$ cat src/rtl/monitor_frame_tx.sv
// monitor_frame_tx
// Packs the health-monitor state (XADC measurements, alarm word, device DNA)
// into a fixed 32-byte status frame and streams it out over a valid/ready
// byte interface. A frame is requested by the period timer or by a start
// pulse. All inputs are snapshotted when the frame begins.
//
// Ports:
//   clk, reset            system clock, synchronous active-high reset
//   start                 single-cycle frame request
//   meas_*                XADC results (16 bit each)
//   alm                   XADC alarm word
//   dna_valid, dna_data   device DNA capture flag and value
//   tx_data/valid/ready/last   byte stream to the host link
//   busy                  frame in progress
//   merged_cnt            saturating count of triggers merged into a pending request
//
// Build option: define MON_TX_CRC8_EN to make byte 31 a CRC-8 (poly 0x07,
// init 0, MSB first) over bytes 2..30 instead of the mod-256 sum.
//
// state  | meaning
// IDLE   | no frame on the wire; waits for pending, then snapshots inputs
// SEND   | presenting byte[idx]; advances on each accepted byte
module monitor_frame_tx #(
    parameter int unsigned PERIOD_CYCLES = 100000000,
    parameter int unsigned CNT_W         = 32
) (
    input  logic        clk,
    input  logic        reset,
    input  logic        start,
    input  logic [15:0] meas_temp,
    input  logic [15:0] meas_vccint,
    input  logic [15:0] meas_vccaux,
    input  logic [15:0] meas_vccbram,
    input  logic [15:0] meas_aux0,
    input  logic [15:0] meas_aux1,
    input  logic [15:0] meas_aux2,
    input  logic [15:0] meas_aux3,
    input  logic [15:0] alm,
    input  logic        dna_valid,
    input  logic [56:0] dna_data,
    output logic [7:0]  tx_data,
    output logic        tx_valid,
    input  logic        tx_ready,
    output logic        tx_last,
    output logic        busy,
    output logic [7:0]  merged_cnt
);

    localparam int unsigned P_LAST = (PERIOD_CYCLES == 0) ? 0 : PERIOD_CYCLES - 1;

    typedef enum logic {S_IDLE, S_SEND} state_t;

    state_t       state_q, state_d;
    logic [CNT_W-1:0] cnt_q, cnt_d;
    logic         pend_q, pend_d;
    logic [7:0]   merged_q, merged_d;
    logic [7:0]   seq_q, seq_d;
    logic [7:0]   data_q, data_d;
    logic [7:0]   chk_q, chk_d;
    logic         valid_q, valid_d;
    logic         last_q, last_d;
    logic [4:0]   idx_q, idx_d;
    logic [127:0] snap_meas_q, snap_meas_d;
    logic [15:0]  snap_alm_q, snap_alm_d;
    logic         snap_dv_q, snap_dv_d;
    logic [56:0]  snap_dna_q, snap_dna_d;

    logic         tick, trig, consume, accept;
    logic [1:0]   n_merge;
    logic [8:0]   msum;
    logic [4:0]   idx_nxt, bsel;
    logic [7:0]   chk_nxt;
    logic [247:0] frame_v;

    function automatic logic [7:0] chk_step(input logic [7:0] acc, input logic [7:0] b);
`ifdef MON_TX_CRC8_EN
        logic [7:0] c;
        c = acc ^ b;
        for (int i = 0; i < 8; i++) begin
            c = c[7] ? ((c << 1) ^ 8'h07) : (c << 1);
        end
        return c;
`else
        return acc + b;
`endif
    endfunction

    always_comb begin
        tick    = (PERIOD_CYCLES != 0) && (cnt_q == CNT_W'(P_LAST));
        trig    = tick | start;
        consume = (state_q == S_IDLE) && pend_q;
        accept  = valid_q && tx_ready;

        state_d     = state_q;
        cnt_d       = (PERIOD_CYCLES == 0) ? '0 : (tick ? '0 : cnt_q + CNT_W'(1));
        seq_d       = seq_q;
        data_d      = data_q;
        chk_d       = chk_q;
        valid_d     = valid_q;
        last_d      = last_q;
        idx_d       = idx_q;
        snap_meas_d = snap_meas_q;
        snap_alm_d  = snap_alm_q;
        snap_dv_d   = snap_dv_q;
        snap_dna_d  = snap_dna_q;

        // A trigger arriving while a request is still waiting is merged.
        // Tick and start together on an empty request: one sets, one merges.
        pend_d  = (pend_q && !consume) || trig;
        n_merge = 2'd0;
        if (pend_q && !consume)
            n_merge = {1'b0, tick} + {1'b0, start};
        else if (tick && start)
            n_merge = 2'd1;
        msum     = {1'b0, merged_q} + {7'b0, n_merge};
        merged_d = msum[8] ? 8'hFF : msum[7:0];

        // Bytes 0..30 of the frame as one vector; byte 31 comes from the check.
        frame_v = {8'hA5, 8'h5A, seq_q, 8'h1B, snap_meas_q, snap_alm_q,
                   7'b0, snap_dv_q, 7'b0, snap_dna_q};
        idx_nxt = idx_q + 5'd1;
        bsel    = 5'd30 - idx_nxt;
        chk_nxt = (idx_q >= 5'd2) ? chk_step(chk_q, data_q) : chk_q;

        case (state_q)
            S_IDLE: begin
                if (pend_q) begin
                    snap_meas_d = {meas_temp, meas_vccint, meas_vccaux, meas_vccbram,
                                   meas_aux0, meas_aux1, meas_aux2, meas_aux3};
                    snap_alm_d  = alm;
                    snap_dv_d   = dna_valid;
                    snap_dna_d  = dna_data;
                    idx_d       = 5'd0;
                    chk_d       = 8'd0;
                    valid_d     = 1'b1;
                    data_d      = 8'hA5;
                    last_d      = 1'b0;
                    state_d     = S_SEND;
                end
            end
            S_SEND: begin
                if (accept) begin
                    if (idx_q == 5'd31) begin
                        valid_d = 1'b0;
                        last_d  = 1'b0;
                        data_d  = 8'd0;
                        seq_d   = seq_q + 8'd1;
                        state_d = S_IDLE;
                    end else begin
                        idx_d  = idx_nxt;
                        chk_d  = chk_nxt;
                        data_d = (idx_nxt == 5'd31) ? chk_nxt : frame_v[{bsel, 3'b000} +: 8];
                        last_d = (idx_nxt == 5'd31);
                    end
                end
            end
            default: state_d = S_IDLE;
        endcase
    end

    always_ff @(posedge clk) begin
        if (reset) begin
            state_q     <= S_IDLE;
            cnt_q       <= '0;
            pend_q      <= 1'b0;
            merged_q    <= 8'd0;
            seq_q       <= 8'd0;
            data_q      <= 8'd0;
            chk_q       <= 8'd0;
            valid_q     <= 1'b0;
            last_q      <= 1'b0;
            idx_q       <= 5'd0;
            snap_meas_q <= '0;
            snap_alm_q  <= '0;
            snap_dv_q   <= 1'b0;
            snap_dna_q  <= '0;
        end else begin
            state_q     <= state_d;
            cnt_q       <= cnt_d;
            pend_q      <= pend_d;
            merged_q    <= merged_d;
            seq_q       <= seq_d;
            data_q      <= data_d;
            chk_q       <= chk_d;
            valid_q     <= valid_d;
            last_q      <= last_d;
            idx_q       <= idx_d;
            snap_meas_q <= snap_meas_d;
            snap_alm_q  <= snap_alm_d;
            snap_dv_q   <= snap_dv_d;
            snap_dna_q  <= snap_dna_d;
        end
    end

    assign tx_data    = data_q;
    assign tx_valid   = valid_q;
    assign tx_last    = last_q;
    assign busy       = (state_q == S_SEND);
    assign merged_cnt = merged_q;

endmodule

$ cat config.mk
export PLATFORM = sky130hd
export DESIGN_NAME = monitor_frame_tx
export DESIGN_NICKNAME = d
export VERILOG_FILES = /design/src/rtl/monitor_frame_tx.sv
export SDC_FILE = /design/constraint.sdc
export NUM_CORES = 1
export LEC_CHECK = 0
export ABC_AREA = 0
export CORE_MARGIN = 2
export CORE_UTILIZATION = 53
export CTS_BUF_LIST = sky130_fd_sc_hd__clkbuf_4
export CTS_CLUSTER_SIZE = 25
export DETAILED_ROUTE_END_ITERATION = 10
export PLACE_DENSITY = 0.89
export SKIP_CTS_REPAIR_TIMING = 1
export SLEW_MARGIN = 20
export SYNTH_ARGS = -nofsm -noshare
export SYNTH_HDL_FRONTEND = slang
export SYNTH_SLANG_ARGS = --single-unit
$ cat constraint.sdc
create_clock -name clk -period 3.9 [get_ports clk]
set_input_delay 0.585 -clock clk [delete_from_list [all_inputs] [get_ports clk]]
set_output_delay 0.585 -clock clk [all_outputs]
set_load 0.005 [all_outputs]
==> impl_summary.md <==
STA
The final period utilization is ~90%. The maximum clock skew at final layout is 0.08580 ns. The achievable clock frequency is 0.2850 GHz.

The number of pins with negative max-slew slack in the final report came to 0. The setup total negative slack is 0 ns. The smallest clock period supported by the final layout is computed as 3.508 ns. Headroom to the max-slew limit came out at 33.34%.

The total count of hold-check failures in the final report is 0. The setup-violating endpoint count in the final report is 0. For the pin with the worst max-slew slack, the measured transition is 0.9999 ns. Setup repair after global routing left no endpoint under its margin.

Synthesis
The portion of netlist area occupied by mux cells is around 8.6%. The Yosys step of the flow raised 0 warnings. The number of library cell types mapped by synthesis is 79. The average instance in the mapped netlist occupies about 8.2 um2. The adder and majority cell fraction of the synthesized area is 1.983%.

Synthesis produced 1556 cells. The number of storage elements in the synthesis netlist is roughly 280. After synthesis the cells add up to 0.01274 mm2.

The fraction of the yosys area taken by sequential cells is a little over two fifths. The number of nets in the synthesized netlist is 1781. The share of the synthesized netlist area taken by xor and xnor gates is 3.662%. Of all flip-flops after synthesis, the portion carrying an async set or reset was 0%.

The synthesized netlist devotes 15.13% of its cell area to compound gates. By area, the combinational part of the netlist is dominated by simple AND/OR/NAND/NOR gates. After Yosys synthesis, and, or, nand and nor cells account for 22.36% of the synthesized area.

The leading register cell type out of synthesis is sky130_fd_sc_hd__dfxtp_1. The number of enable-type register cells in the synthesized netlist is 0.

GRT
The initial antenna violation count is 1. The global routing usage summed across all routing layers is 27.39%. The via count of the first global-routing pass is about 11k. Entering global routing, the biggest net connects 128 pins. Global routing finished with a remaining overflow of 0. The wire length of the first global-routing pass is 57240 um.

Die
The count of pins on the block boundary is about 230. The die area is 0.02530 mm2. The die is roughly 160 um wide.

The vertical extent of the die is 159.1 um. The initial utilization of the core area, before any placement, comes to 54.13%. The number of rows in the core area is 56.

The core area is approximately 0.024 mm2.

Placed design
Counting tap cells, the placed design contains a total of between 2k and 2.5k instances. The estimated wirelength of the detail-placed design is 24870 um. The placed instances occupy a cell area of 0.01503 mm2. Port buffering added 224 buffers.

The placer's final routability congestion estimate is just over 0.9.

Hold path
The worst hold path class is primary input to register. The startpoint identified for the worst hold timing path is meas_vccbram[5]. The number of cells on the worst hold path is 3. The end of the worst hold path is snap_meas_q[69].

Setup path
The longest individual stage delay on the worst path is 0.42 ns. The worst-case register-to-register setup slack is 0.39 ns. At the worst endpoint, the arrival time is 4.10 ns.

The kind of cell with the highest combined delay on the critical path is simple AND/OR/NAND/NOR gates. The worst setup path is launched from a register. The most numerous cell type found on the critical path is sky130_fd_sc_hd__ha_1. The setup path with the least slack is of type register to register. For the worst setup path, the data required time is 4.49 ns. The startpoint identified for the worst register-to-register timing path is cnt_q[0]. In this run the critical register-to-register path is captured at merged_cnt[0]. The path depth of the worst reg2reg path is 14. The source of the critical timing path is cnt_q[0].

Along the worst path, the maximum fanout reaches 6. The signal on the critical path passes through ha_1, nand3_1, nor2_1, nand2_1, nor4_2, inv_1, ha_1, mux2_2, ha_1, inv_1, fa_1, nor2_1, nand3_1, a21oi_1. The cell with the largest stage delay on the worst path is sky130_fd_sc_hd__nor4_2. The buffer and inverter count on the worst path is 2. The kind of capture point of the worst setup path is a register.

Clocking
TritonCTS built the clock tree. The root cell of the clock tree is sky130_fd_sc_hd__clkbuf_4. In this run, CTS created clock tree buffers numbering 72. The TritonCTS sink count is 275. The H-tree was split into 3 levels. The clock slew seen by the registers of the worst setup and hold paths is 0.07 ns. For the worst-skew pair, the clock arrives at the later sink with an insertion delay of around 0.7 ns. The maximum root-to-sink buffer count is 3.

Run
The tool flagged a number of max-cap violations equal to 0.

Finish
The layout has 1844 filler cells. The final layout contains 1986 nets. The share of layout cells above drive strength 1 is 9.845%. The area used by multi-input combinational logic is 0.006628 mm2. The sequential cell area is 0.005509 mm2. The filler-free cell count of the finished design is 2128. The finished cells cover 0.01596 mm2. The area overhead of the layout relative to synthesis is 25.21%.

Power and ir drop
VDD sags by at most 214.2 uV. Summed over all cells, the static leakage comes to slightly below 6 nW. In this run the power density over the cells is ~390 mW/mm2.

Routing
In the routed layout, each cell is associated on average with a via count of about 5.6. The detail route stage leaves a number of antenna-violating nets equal to 0. The wire length after detailed routing is 35820 um. The first TritonRoute pass finished after 6 iterations. Dividing the detail-routed wire length by the instance count gives 16.83 um. The residual DRC count is 0.

After the first detailed-routing iteration, the DRC count stood at approximately 1.2k. For this block, the via count after detailed routing is approximately 12k.

Outcome
The flow ran to the end, and the final reports show no timing, DRC or antenna violations.
where the power goes:
part           internal [mW]  switching, mW
logic                  0.332          0.307
registers               2.92         0.0682
clock network           1.38           1.20
total                   4.64           1.58
cell type report:
| cell class | instances | area share [%] |
|---|---|---|
| Sequential cell | 275 | 34.52 |
| Clock buffer | 93 | 4.375 |
| Tap cell | 319 | 2.501 |
| Inverter | 18 | 0.4234 |
| Multi-Input combinational cell | 1152 | 41.53 |
| Antenna cell | 1 | 0.01568 |
| Timing Repair Buffer | 242 | 15.22 |
| Clock inverter | 28 | 1.411 |
placed cells by master, fill, tap and decap left out, types with 18 or more instances in the layout:
| master | Yosys | routed |
|---|---|---|
| sky130_fd_sc_hd__nand2_1 | 461 | 461 |
| sky130_fd_sc_hd__dfxtp_1 | 275 | 274 |
| sky130_fd_sc_hd__a21oi_1 | 238 | 238 |
| sky130_fd_sc_hd__mux2i_1 | 28 | 28 |
| sky130_fd_sc_hd__nand3_1 | 42 | 42 |
| sky130_fd_sc_hd__clkinv_1 | 0 | 20 |
| sky130_fd_sc_hd__xnor2_1 | 26 | 26 |
| sky130_fd_sc_hd__xor2_1 | 22 | 22 |
| sky130_fd_sc_hd__mux4_2 | 33 | 33 |
| sky130_fd_sc_hd__o21ai_0 | 24 | 24 |
| sky130_fd_sc_hd__inv_1 | 18 | 18 |
| sky130_fd_sc_hd__clkdlybuf4s50_1 | 0 | 223 |
| sky130_fd_sc_hd__nor2_1 | 87 | 87 |
| sky130_fd_sc_hd__clkbuf_4 | 0 | 93 |
worst max path at each step:
stage                    end  slack, ns  depth (start not counted)
6_report       merged_cnt[0]       0.39                         14
5_1_grt        merged_cnt[6]       0.15                         15
4_1_cts        merged_cnt[0]       0.40                         14
3_5_place_dp   merged_cnt[0]       0.39                         14
3_3_place_gp   merged_cnt[6]       0.58                         15
2_1_floorplan  merged_cnt[6]       0.87                         15
cells in the mapped netlist (4+ instances only):
| master | instances | area, um2 |
|---|---|---|
| sky130_fd_sc_hd__nand2_1 | 461 | 1730 |
| sky130_fd_sc_hd__dfxtp_1 | 275 | 5505 |
| sky130_fd_sc_hd__a21oi_1 | 238 | 1191 |
| sky130_fd_sc_hd__nor2_1 | 87 | 326.6 |
| sky130_fd_sc_hd__clkbuf_1 | 69 | 259.0 |
| sky130_fd_sc_hd__nand3_1 | 42 | 210.2 |
| sky130_fd_sc_hd__mux4_2 | 33 | 743.2 |
| sky130_fd_sc_hd__mux2i_1 | 28 | 280.3 |
| sky130_fd_sc_hd__xnor2_1 | 26 | 227.7 |
| sky130_fd_sc_hd__o21ai_0 | 24 | 120.1 |
| sky130_fd_sc_hd__xor2_1 | 22 | 192.7 |
| sky130_fd_sc_hd__inv_1 | 18 | 67.56 |
| sky130_fd_sc_hd__ha_1 | 17 | 212.7 |
| sky130_fd_sc_hd__nand4_1 | 16 | 100.1 |
| sky130_fd_sc_hd__buf_2 | 15 | 75.07 |
| sky130_fd_sc_hd__nor3_1 | 15 | 75.07 |
| sky130_fd_sc_hd__o211ai_1 | 10 | 75.07 |
| sky130_fd_sc_hd__and3_1 | 9 | 56.30 |
| sky130_fd_sc_hd__buf_6 | 9 | 101.4 |
| sky130_fd_sc_hd__a211oi_1 | 8 | 60.06 |
| sky130_fd_sc_hd__buf_4 | 8 | 60.06 |
| sky130_fd_sc_hd__nor4_1 | 8 | 50.05 |
| sky130_fd_sc_hd__mux2_2 | 7 | 78.83 |
| sky130_fd_sc_hd__a22oi_1 | 6 | 45.04 |
| sky130_fd_sc_hd__buf_1 | 6 | 22.52 |
| sky130_fd_sc_hd__nor3b_1 | 6 | 45.04 |
| sky130_fd_sc_hd__a31oi_1 | 5 | 31.28 |
| sky130_fd_sc_hd__nand2b_1 | 4 | 25.02 |
| sky130_fd_sc_hd__nand3b_1 | 4 | 30.03 |
| sky130_fd_sc_hd__nor2b_1 | 4 | 25.02 |
| sky130_fd_sc_hd__o2111ai_1 | 4 | 35.03 |
sequential cells by signal, indices dropped and copies added, names as in the netlist, 5 cells and up:
signal and cells:
snap_meas_q 128, snap_dna_q 57, cnt_q 32, snap_alm_q 16, chk_q 8, merged_cnt 8
seq_q 8, tx_data 8, idx_q 5
routing by layer:
metal | vias to the layer above | global-route usage [%] | wire length, um
met5 | - | 0 | 0
met4 | 0 | 11.94 | 1295
met3 | 100 | 5.757 | 3013
met2 | 548 | 43.75 | 16550
met1 | 5562 | 36.04 | 14960
li1 | 5784 | - | -
through the flow:
stage | util (%) | total power, mW | hold WS [ns] | setup slack (ns)
detailed placement | 63.85 | 3.682 | 0.4460 | 0.3901
CTS | 67.77 | 6.248 | 0.4104 | 0.4025
finish | 67.78 | 6.216 | 0.4271 | 0.3917
global route | 67.78 | 6.458 | 0.4160 | 0.1522
floorplan | - | 3.350 | 0.4295 | 0.8694
global placement | 63.85 | 3.664 | 0.4392 | 0.5822
worst register-to-register path, delay by kind of cell (launching register included):
| kind | cells | cell delay [ns] |
|---|---|---|
| buffers and inverters | 2 | 0.14 |
| DFF | 1 | 0.38 |
| adders and majority gates | 4 | 1.07 |
| and+or+nand+nor | 6 | 1.51 |
| AOI/OAI and AO/OA | 1 | 0.23 |
| muxes | 1 | 0.14 |
cells by family after synthesis:
kind of cell / after synthesis
xor gates and xnor gates: 50
adders and majority gates: 19
DFF: 275
AOI/OAI and AO/OA: 336
muxes: 68
and+or+nand+nor: 679
buffers and inverters: 129
No activity file was read; power rests on OpenSTA's default activity.
==> variant, RTL diff (config.mk and constraints unchanged) <==
The parameter `CNT_W` goes from 32 to 64.
--- a/src/rtl/monitor_frame_tx.sv
+++ b/src/rtl/monitor_frame_tx.sv
@@ -23,5 +23,5 @@
 module monitor_frame_tx #(
     parameter int unsigned PERIOD_CYCLES = 100000000,
-    parameter int unsigned CNT_W         = 32
+    parameter int unsigned CNT_W         = 64
 ) (
     input  logic        clk,
Behaviour: same outputs for any inputs over 10 cycles, from zero or initial values and one cycle with reset high; that may be too few to reach the edited logic, so the function may still have changed.
==> variant against the original RTL <==
Sequential cell count is 32 higher; clock skew down 0.037 ns; cell area grew 9.3%; critical path depth unchanged; synthesized area rose by 10%; power increased by 8.7%; setup slack better by 0.16 ns; sequential share of layout area is 0.71 points higher; combinational power is 3% higher; wire length increased by 7.4%.
==> variant: results (changes against the original RTL) <==
Seq/Total Area, Yosys=43.8% (+0.57 points); worst r2r src=cnt_q[20]$_SDFF_PP0_; hold path start=meas_vccbram[14]; bufs w/o clock=241 (-0.41%); first-pass GRT wire length=62000 um (+8.3%); CP max-delay cell=fa_1; largest net degree at the start of global routing=140 (+9.4%); DRT iter0 DRCs=1160 (-2.9%); Seq/total area=35.2% (+0.71 points); vias per cell=5.71 (+1.4%); routing usage on met2=46.3% (+2.6 points); crit-path max cell delay=0.40 ns (-0.02 ns); Post-Route WL=38500 um (+7.4%); area of the multi-input gates=0.00740 mm^2 (+12%); clk cell area share=5.75% (-0.035 points); clock buffers=119 (+28%); met3 routed WL=2830 um (-5.9%); biggest regs=snap_meas_q: 128 flops, cnt_q: 64 flops, snap_dna_q: 57 flops; layout cells sized above 1=10.5% (+0.69 points); antenna cells=3 (+2); WHS Endpoint=snap_meas_q[78]$_SDFFE_PP0P_; Data buffer area share=13.8% (-1.4 points); met1 Resource Use GR=32.9% (-3.2 points); Comb power frac=9.7% (-0.6 points); GRT Overall Usage=27.0% (-0.41 points); Worst VDD drop=0.241 mV (+12%); DRT met1 WL=15300 um (+2.5%); gpl congestion=0.954 (+2.3%); post-route clock skew=0.0490 ns (-0.0368 ns); clk buf depth=3 (unchanged); CTS buffer count=80 (+11%); Distinct cells, synth=59 (-25%); Flop+latch power=3.32 mW (+11%); Worst EP arrival=3.93 ns (-0.17 ns); Synth Net Count=1934 (+8.6%); nets=2141 (+7.8%); Worst R2R Path Depth=14 (unchanged); Max-slew headroom=30.3% (-3.0 points); multi-input combinational cell count=1271 (+10%); fillcell total=1967 (+6.7%); Area contributors post-synth=dfxtp_1 44%, nand2_1 12%, a21oi_1 8.2%; Synth top cells by count=452 x nand2_1, 307 x dfxtp_1, 231 x a21oi_1; DP HPWL=27000 um (+8.4%); FF-to-FF setup slack=0.55 ns (+0.16 ns); flops & latches, synth=307 (+12%); sw frac=24.5% (-0.90 points); reg2reg end=merged_cnt[2]$_SDFF_PP0_; status=finished clean; global routing usage on met3=5.80% (+0.042 points); Leak=6.52 nW (+12%); Met2 Routed Length=18900 um (+14%)
-- variant: logic make-up (layout without fill, tap and decap cells) --
| logic type | Yosys count | in the layout | share of synthesized area [%] |
|---|---|---|---|
| xor+xnor | 81 | 81 | 5.21 |
| simple gates | 762 | 762 | 23.5 |
| buf+inv | 131 | 386 | 3.76 |
| mux | 81 | 81 | 8.97 |
| compound gates | 328 | 328 | 13.0 |
| fa+ha+maj | 19 | 19 | 1.80 |
| flops | 307 | 307 | 43.8 |
| other cells | 0 | 3 | 0 |
-- variant: worst max path at each step --
| stage | from | endpoint | slack (ns) | depth (start not counted) |
|---|---|---|---|---|
| floorplan | idx_q[0]$_SDFFE_PP0P_ | tx_data[4]$_SDFFE_PP0P_ | 0.62 | 14 |
| global placement | cnt_q[20]$_SDFF_PP0_ | merged_cnt[1]$_SDFF_PP0_ | 0.67 | 14 |
| detailed placement | cnt_q[20]$_SDFF_PP0_ | merged_cnt[3]$_SDFF_PP0_ | 0.62 | 14 |
| CTS | cnt_q[20]$_SDFF_PP0_ | merged_cnt[3]$_SDFF_PP0_ | 0.55 | 14 |
| global route | cnt_q[20]$_SDFF_PP0_ | merged_cnt[0]$_SDFF_PP0_ | 0.23 | 14 |
| finish | cnt_q[20]$_SDFF_PP0_ | merged_cnt[2]$_SDFF_PP0_ | 0.55 | 14 |
-- variant: per-stage QoR --
stage	instance area [um^2]	utilization (%)	setup WS, ns	cells	hold WS (ns)
finish	17400	67.0	0.551	2302	0.434
global route	17400	67.0	0.225	2302	0.406
CTS	17400	66.9	0.555	2299	0.389
detailed placement	16400	63.1	0.616	2169	0.444
global placement	16400	63.1	0.669	2169	0.439
floorplan	14000	-	0.619	1709	0.431
